<file path="config.mk">
export PLATFORM = sky130hd
export DESIGN_NAME = demux_1x2_flat
export DESIGN_NICKNAME = d
export VERILOG_FILES = /design/src/rtl/demux_pkg.sv /design/src/rtl/demux_1x2_if.sv /design/src/rtl/demux_1x2_out_slot.sv /design/src/rtl/demux_1x2.sv /design/src/flat_wrapper.sv
export SDC_FILE = /design/constraint.sdc
export NUM_CORES = 1
export LEC_CHECK = 0
export CORE_UTILIZATION = 40
export CTS_BUF_LIST = sky130_fd_sc_hd__clkbuf_4 sky130_fd_sc_hd__clkbuf_8
export CTS_CLUSTER_SIZE = 25
export DETAILED_ROUTE_END_ITERATION = 7
export PLACE_DENSITY_LB_ADDON = 0.05
export REMOVE_ABC_BUFFERS = 1
export SLEW_MARGIN = 20
export SYNTH_ARGS = -nofsm -noshare
export SYNTH_HDL_FRONTEND = slang
export SYNTH_SLANG_ARGS = --single-unit
</file>
<file path="constraint.sdc">
create_clock -name clk -period 2 [get_ports clk]
set_clock_uncertainty 0.2 [all_clocks]
set_input_delay 0.2 -clock clk [delete_from_list [all_inputs] [get_ports clk]]
set_output_delay 0.2 -clock clk [all_outputs]
set_load 0.005 [all_outputs]
</file>
<file path="src/rtl/demux_pkg.sv">
// Shared defaults and destination encoding for the 1-to-2 stream demultiplexer.
package demux_pkg;

    localparam int DEF_DATA_W = 32;
    localparam int DEF_CNT_W  = 16;

    typedef enum logic {
        PORT_A = 1'b0,
        PORT_B = 1'b1
    } port_e;

endpackage

</file>
<file path="src/rtl/demux_1x2_if.sv">
// Stream bundle of demux_1x2: one input stream, two output streams and the mode select.
// slave is the demultiplexer's view, master is the view of the surrounding producer/consumers.
interface demux_1x2_if
    import demux_pkg::*;
#(
    parameter int DATA_W = DEF_DATA_W
);

    logic [DATA_W-1:0] Din;
    logic              S;
    logic              in_valid;
    logic              in_ready;
    logic              alt_mode;

    logic [DATA_W-1:0] outA_data;
    logic              outA_valid;
    logic              outA_ready;

    logic [DATA_W-1:0] outB_data;
    logic              outB_valid;
    logic              outB_ready;

    modport slave (
        input  Din, S, in_valid, alt_mode, outA_ready, outB_ready,
        output in_ready, outA_data, outA_valid, outB_data, outB_valid
    );

    modport master (
        output Din, S, in_valid, alt_mode, outA_ready, outB_ready,
        input  in_ready, outA_data, outA_valid, outB_data, outB_valid
    );

endinterface

</file>
<file path="src/rtl/demux_1x2_out_slot.sv">
// One-entry registered output slot with valid/ready; data is kept after a drain.
module out_slot
    import demux_pkg::*;
#(
    parameter int DATA_W = DEF_DATA_W
) (
    input  logic              clk,
    input  logic              rst,
    input  logic              load,
    input  logic [DATA_W-1:0] din,
    input  logic              ready,
    output logic              valid,
    output logic [DATA_W-1:0] data
);

    // A load wins over a drain so that drain+load in one cycle keeps the slot full.
    always_ff @(posedge clk) begin
        if (rst) begin
            valid <= 1'b0;
            data  <= '0;
        end else if (load) begin
            valid <= 1'b1;
            data  <= din;
        end else if (ready) begin
            valid <= 1'b0;
        end
    end

endmodule

</file>
<file path="src/rtl/demux_1x2.sv">
// Stream demultiplexer: routes each accepted word to slot A or B by S or by ping-pong pointer.
// Optional saturating handshake counters cntA/cntB are built when DEMUX_STATS_EN is defined.
module demux_1x2
    import demux_pkg::*;
#(
    parameter int DATA_W = DEF_DATA_W
`ifdef DEMUX_STATS_EN
    , parameter int CNT_W = DEF_CNT_W
`endif
) (
    input  logic         clk,
    input  logic         rst,
    demux_1x2_if.slave   bus,
    output logic         ptr
`ifdef DEMUX_STATS_EN
    , output logic [CNT_W-1:0] cntA
    , output logic [CNT_W-1:0] cntB
`endif
);

    port_e             dest;
    logic              destFree;
    logic              inReady;
    logic              accept;
    logic              loadA;
    logic              loadB;
    logic              aValid;
    logic              bValid;
    logic [DATA_W-1:0] aData;
    logic [DATA_W-1:0] bData;

    assign dest = bus.alt_mode ? port_e'(ptr) : port_e'(bus.S);

    // Head-of-line: only the addressed slot decides whether the input may advance.
    always_comb begin
        destFree = 1'b0;
        if (dest == PORT_A) begin
            destFree = !aValid || bus.outA_ready;
        end else begin
            destFree = !bValid || bus.outB_ready;
        end
    end

    assign inReady      = !rst && destFree;
    assign bus.in_ready = inReady;
    assign accept       = bus.in_valid && inReady;
    assign loadA        = accept && (dest == PORT_A);
    assign loadB        = accept && (dest == PORT_B);

    out_slot #(.DATA_W(DATA_W)) slotA (
        .clk   (clk),
        .rst   (rst),
        .load  (loadA),
        .din   (bus.Din),
        .ready (bus.outA_ready),
        .valid (aValid),
        .data  (aData)
    );

    out_slot #(.DATA_W(DATA_W)) slotB (
        .clk   (clk),
        .rst   (rst),
        .load  (loadB),
        .din   (bus.Din),
        .ready (bus.outB_ready),
        .valid (bValid),
        .data  (bData)
    );

    assign bus.outA_valid = aValid;
    assign bus.outA_data  = aData;
    assign bus.outB_valid = bValid;
    assign bus.outB_data  = bData;

    // The pointer only advances on accepts made in alternate mode.
    always_ff @(posedge clk) begin
        if (rst) begin
            ptr <= 1'b0;
        end else if (accept && bus.alt_mode) begin
            ptr <= ~ptr;
        end
    end

`ifdef DEMUX_STATS_EN
    always_ff @(posedge clk) begin
        if (rst) begin
            cntA <= '0;
            cntB <= '0;
        end else begin
            if (aValid && bus.outA_ready && (cntA != '1)) begin
                cntA <= cntA + CNT_W'(1);
            end
            if (bValid && bus.outB_ready && (cntB != '1)) begin
                cntB <= cntB + CNT_W'(1);
            end
        end
    end
`endif

endmodule

</file>
<file path="src/flat_wrapper.sv">
// flat-port wrapper written by rule: the top's interface ports become plain ports
module demux_1x2_flat import demux_pkg::*;
#(
    parameter int DATA_W = DEF_DATA_W

)
  (clk, rst, ptr, bus_Din, bus_S, bus_in_valid, bus_alt_mode, bus_outA_ready, bus_outB_ready, bus_in_ready, bus_outA_data, bus_outA_valid, bus_outB_data, bus_outB_valid);
  demux_1x2_if #(.DATA_W(DATA_W)) bus_i ();
  input  logic clk;
  input  logic rst;
  output logic ptr;
  input wire logic [$bits(bus_i.Din)-1:0] bus_Din;
  input wire logic [$bits(bus_i.S)-1:0] bus_S;
  input wire logic [$bits(bus_i.in_valid)-1:0] bus_in_valid;
  input wire logic [$bits(bus_i.alt_mode)-1:0] bus_alt_mode;
  input wire logic [$bits(bus_i.outA_ready)-1:0] bus_outA_ready;
  input wire logic [$bits(bus_i.outB_ready)-1:0] bus_outB_ready;
  output wire logic [$bits(bus_i.in_ready)-1:0] bus_in_ready;
  output wire logic [$bits(bus_i.outA_data)-1:0] bus_outA_data;
  output wire logic [$bits(bus_i.outA_valid)-1:0] bus_outA_valid;
  output wire logic [$bits(bus_i.outB_data)-1:0] bus_outB_data;
  output wire logic [$bits(bus_i.outB_valid)-1:0] bus_outB_valid;
  assign bus_i.Din = bus_Din;
  assign bus_i.S = bus_S;
  assign bus_i.in_valid = bus_in_valid;
  assign bus_i.alt_mode = bus_alt_mode;
  assign bus_i.outA_ready = bus_outA_ready;
  assign bus_i.outB_ready = bus_outB_ready;
  assign bus_in_ready = bus_i.in_ready;
  assign bus_outA_data = bus_i.outA_data;
  assign bus_outA_valid = bus_i.outA_valid;
  assign bus_outB_data = bus_i.outB_data;
  assign bus_outB_valid = bus_i.outB_valid;
  demux_1x2 #(.DATA_W(DATA_W)) u_core (.clk(clk), .rst(rst), .bus(bus_i), .ptr(ptr));
endmodule
</file>
Word level (Yosys, flattened, before mapping). Index checks and enable logic that the tools add are counted.

Register bits: 67. Input port bits: 39. Output and inout bits: 68. Word-level logic and storage cells: 25.

Multiplexer cells: 6. Bitwise operators: 2. Reductions and logical operators: 12.

Operator list (number): 1-bit two-way mux (6); 1-bit logical AND (5); 2-bit nonzero test (2); 1-bit zero test (3); 1-bit logical OR (2); 1-bit NOT (2).

Longest topological paths before layout.
Word-level depth: 7. Gate-level depth with buffers: 5. Mapped depth without buffers: 3.

Cells and area by module. Synthesis repeated with hierarchy kept, for this count alone.

Cells, all modules: 228. Area total of the unflattened synthesis: 2508.7 µm².

By module, submodules not included: out_slot (instances 2, cells each 108, area an instance 1204.9 µm², seq. area each 660.6 µm²); demux_1x2 (instances 1, cells each 12, area an instance 98.8 µm², seq. area each 20.0 µm²).

Least setup slack after synthesis. No wires, ideal clock.

Kind: flip-flop to flip-flop. From: register u_core.slotB.valid. To: register u_core.slotB.data[10]. Library setup time: 119 ps. Arrival: 1193 ps. Slack: 488 ps. Cell stages (with the launch flop): 6. Path buffers: 2. Period minus slack after synthesis: 1512 ps. Path through: dfxtp_1 -> or2b_2 -> and3_4 -> buf_6 -> buf_12 -> mux2i_1.

Cells in the longest elaborated chain, start to end: 6.

Ends and longest elaborated chain: from (decl) (line demux_1x2_out_slot.sv:12) `output logic valid,`; from (signal assigned) (line demux_1x2_out_slot.sv:19) `valid <= 1'b0;`; from (signal assigned) (line demux_1x2_out_slot.sv:22) `valid <= 1'b1;`; from (signal assigned) (line demux_1x2_out_slot.sv:25) `valid <= 1'b0;`; 1-bit zero test (line demux_1x2.sv:40) `destFree = !bValid || bus.outB_ready;`; 1-bit logical OR (line demux_1x2.sv:40); 1-bit two-way mux (line demux_1x2.sv:37) `if (dest == PORT_A) begin`; 1-bit logical AND (line demux_1x2.sv:44) `assign inReady = !rst && destFree;`; 1-bit logical AND (line demux_1x2.sv:46) `assign accept = bus.in_valid && inReady;`; 1-bit logical AND (line demux_1x2.sv:48) `assign loadB = accept && (dest == PORT_B);`; to (signal assigned) (line demux_1x2_out_slot.sv:23) `data <= din;`; to (decl) (line demux_1x2_out_slot.sv:13) `output logic [DATA_W-1:0] data`.

No other way between the ends. A chain may end at the register's enable or synchronous reset.

Worst setup path in the final report.
From: register u_core.slotB.valid. To: output port bus_in_ready.

Cells in the longest elaborated chain, start to end: 4.

Ends and longest elaborated chain: 1-bit zero test (line demux_1x2.sv:40); 1-bit logical OR (line demux_1x2.sv:40); 1-bit two-way mux (line demux_1x2.sv:37); 1-bit logical AND (line demux_1x2.sv:44); to (decl) (line flat_wrapper.sv:18) `output wire logic [$bits(bus_i.in_ready)-1:0] bus_in_ready;`.

No other way between the ends.

==> run metrics <==
outcome=complete, no violations; Clk Latency, worst-skew pair=between 0.3 and 0.4 ns; Root Driver=clkbuf_8; Num CTS Buffers=9; buffers plus inverters on the worst setup path=1; H-tree depth=3; DRT iter0 DRCs=43; vias in the first global route=between 2,000 and 2,500; Synth Area in Adders=0; FMAX=about 0.56 GHz; P_leak=1.72 nW; RSZ-0062 raised after global routing=no; Yosys top cell area share=0.474; Total GRT Usage=0.170; Post-synth ARST share=0; via count=between 2,000 and 2,500; nets@finish=slightly above 400; CP Class=register to primary output; Distinct cells, synth=19; post-DP HPWL=about 3900 microns; residual DRC count=0; max incr delay on CP=0.35 ns; Final Max Tran Viols=0; largest net degree at the start of global routing=100; die extent in y=between 80 and 90 microns; via/cell ratio=4.52; maximum vdd drop=about 510 uV; initial antenna violation count=0; Hold Fails Final Rpt=0; TritonRoute pass-1 iters=4; yosys warns=0; routability cong.=a little over 0.7; Ports=about 110; Mapped Cells=about 260; Clock Path Buffers=2; CTS Hold Bufs=0; final period utilization=0.890; residual overflow from global routing=0; top cells by count, synth=nand2b_1 (97), dfxtp_1 (67), mux2i_1 (65); Core Region=between 6000 and 7000 sq um; final setup margin=~0.22 ns; CTS Sinks=between 60 and 70; Worst-Margin Slew=just over 0.3 ns; crit path cell chain=or2b_4 > nor2_1 > nor3_1 > dlygate4sd2_1; number of synthesized flops with an enable pin=0; Top FF cell, synth=dfxtp_1; largest area contributor in the netlist=dfxtp_1; sequential area share after synthesis=0.474; first-pass GRT wire length=9580 microns; Critical Path RT=~1.6 ns; layout cells sized above 1=0.0856; Synth Area in XOR/XNOR=0; Port Buf Inserts=about 110; starting density of the core=0.416; slowest stage cell, crit path=dfxtp_1; most common cell in the netlist=nand2b_1; die width=about 86 microns; Fill cells=slightly below 600; CP endpoint kind=primary output; min-delay worst type=input pin to register; Yosys reg bits=67; post-route core utilization=0.624; Area growth syn-to-layout=49.9%; Register Area=about 1300 sq um; simple-gate area share of the yosys netlist=0.239; pre-CTS setup slack=-0.135 ns; synth top area cells=dfxtp_1 (47%), mux2i_1 (23%), nand2b_1 (21%); CTS tree=built; PwrDens=approximately 780 nW/um^2; final setup vio count=0; die area=roughly 7400 sq um; synthesized area per cell=about 11 sq um; Rel. slew slack=0.797; cell family with most CP delay=simple AND/OR/NAND/NOR gates; Startpoint Class=register; setup slack, reg-to-reg=0.36 ns; Final ANT Viol Nets=0; Worst EP arrival=1.38 ns; Synth Cell Area=2830 sq um; Clock transition at path regs=approximately 0.070 ns; combinational family with the most area after synthesis=simple AND/OR/NAND/NOR gates; mux cell area share after synthesis=0.235; DR WL/cell=approximately 13 microns; ANT cells=0; maxcap violations=0; Max FO, Critical Path=5; final wirelength=about 5900 microns; Compound-Gate Fraction of Synth Area=0.00575; site row count=30; Tmin final=about 1.8 ns; area of the multi-input gates=~1400 sq um
-- cell families after synthesis --
kind of cell | after synthesis
buf+inv | 18
mux | 66
compound gates | 3
flops | 67
simple gates | 107
-- routing by layer --
metal	vias up	global-route usage	routed length [microns]
met1	972	0.200	2650
met4	0	0.0955	109
met5	-	0	0
met3	9	0.0558	482
met2	67	0.271	2700
li1	1078	-	-
-- cells in the final DEF (no fill, tap or decap), types with 2 or more instances in the layout --
| master | netlist | layout |
|---|---|---|
| buf_12 | 1 | 4 |
| buf_4 | 1 | 5 |
| clkbuf_8 | 0 | 9 |
| bufinv_16 | 0 | 3 |
| dlygate4sd2_1 | 0 | 2 |
| nor2_1 | 2 | 2 |
| nor3_1 | 2 | 2 |
| mux2i_1 | 65 | 65 |
| nand2b_1 | 97 | 97 |
| clkdlybuf4s50_1 | 0 | 103 |
| a21oi_1 | 2 | 2 |
| dfxtp_1 | 67 | 66 |
-- where the power goes --
| group | total (W) | internal, W | switching, W | leakage (nW) |
|---|---|---|---|---|
| Clock | 0.00135 | 0.000846 | 0.000506 | 0.124 |
| Sequential | 0.00146 | 0.00142 | 0.0000418 | 0.548 |
| Combinational | 0.000516 | 0.000336 | 0.000181 | 1.05 |
| Total | 0.00333 | 0.00260 | 0.000728 | 1.72 |
-- registers in the layout (all words and copies together), names as in the netlist --
| name | flops |
|---|---|
| u_core.slotA.valid | 1 |
| u_core.slotB.data | 32 |
| u_core.slotB.valid | 1 |
| u_core.slotA.data | 32 |
| u_core.ptr | 1 |
-- tightest hold or removal path: cells and delay by family --
| family | cells | cell delay, ns |
|---|---|---|
| compound gates | 1 | 0.13 |
| buf+inv | 2 | 0.35 |
-- metrics by stage --
| stage | power, W | instance area [sq um] | setup TNS [ns] | hold WS (ns) | cells |
|---|---|---|---|---|---|
| 3_3_place_gp | 0.00200 | 3990 | -0.0900 | 0.258 | 453 |
| 6_report | 0.00333 | 4240 | 0 | 0.215 | 470 |
| 2_1_floorplan | 0.00168 | 2700 | 0 | 0.0691 | 243 |
| 4_1_cts | 0.00337 | 4240 | 0 | 0.204 | 470 |
| 3_5_place_dp | 0.00201 | 3990 | -0.433 | 0.261 | 453 |
| 5_1_grt | 0.00347 | 4240 | 0 | 0.229 | 470 |
-- repair_timing --
item / in CTS / in global routing
gates resized for setup: 4 / 0
setup buffers: 1 / 0
endpoints found under the hold margin: 0 / 0
setup endpoints to repair: 1 / 0
-- worst paths after layout --
check                     endpoint  cells after the start                   from
min             u_core.slotA.valid                      3                    rst
max reg2reg  u_core.slotA.data[24]                      6             u_core.ptr
min reg2reg  u_core.slotB.data[11]                      2  u_core.slotB.data[11]
max                   bus_in_ready                      4     u_core.slotB.valid
-- cell type report --
cell class | instances | share of cell area
clock buffer | 10 | 0.0310
clock inverter | 6 | 0.0266
multi-input combinational | 176 | 0.321
sequential | 67 | 0.317
tap | 96 | 0.0283
timing repair buffer | 115 | 0.276
Note: power is estimated with default switching activity, not from simulation.
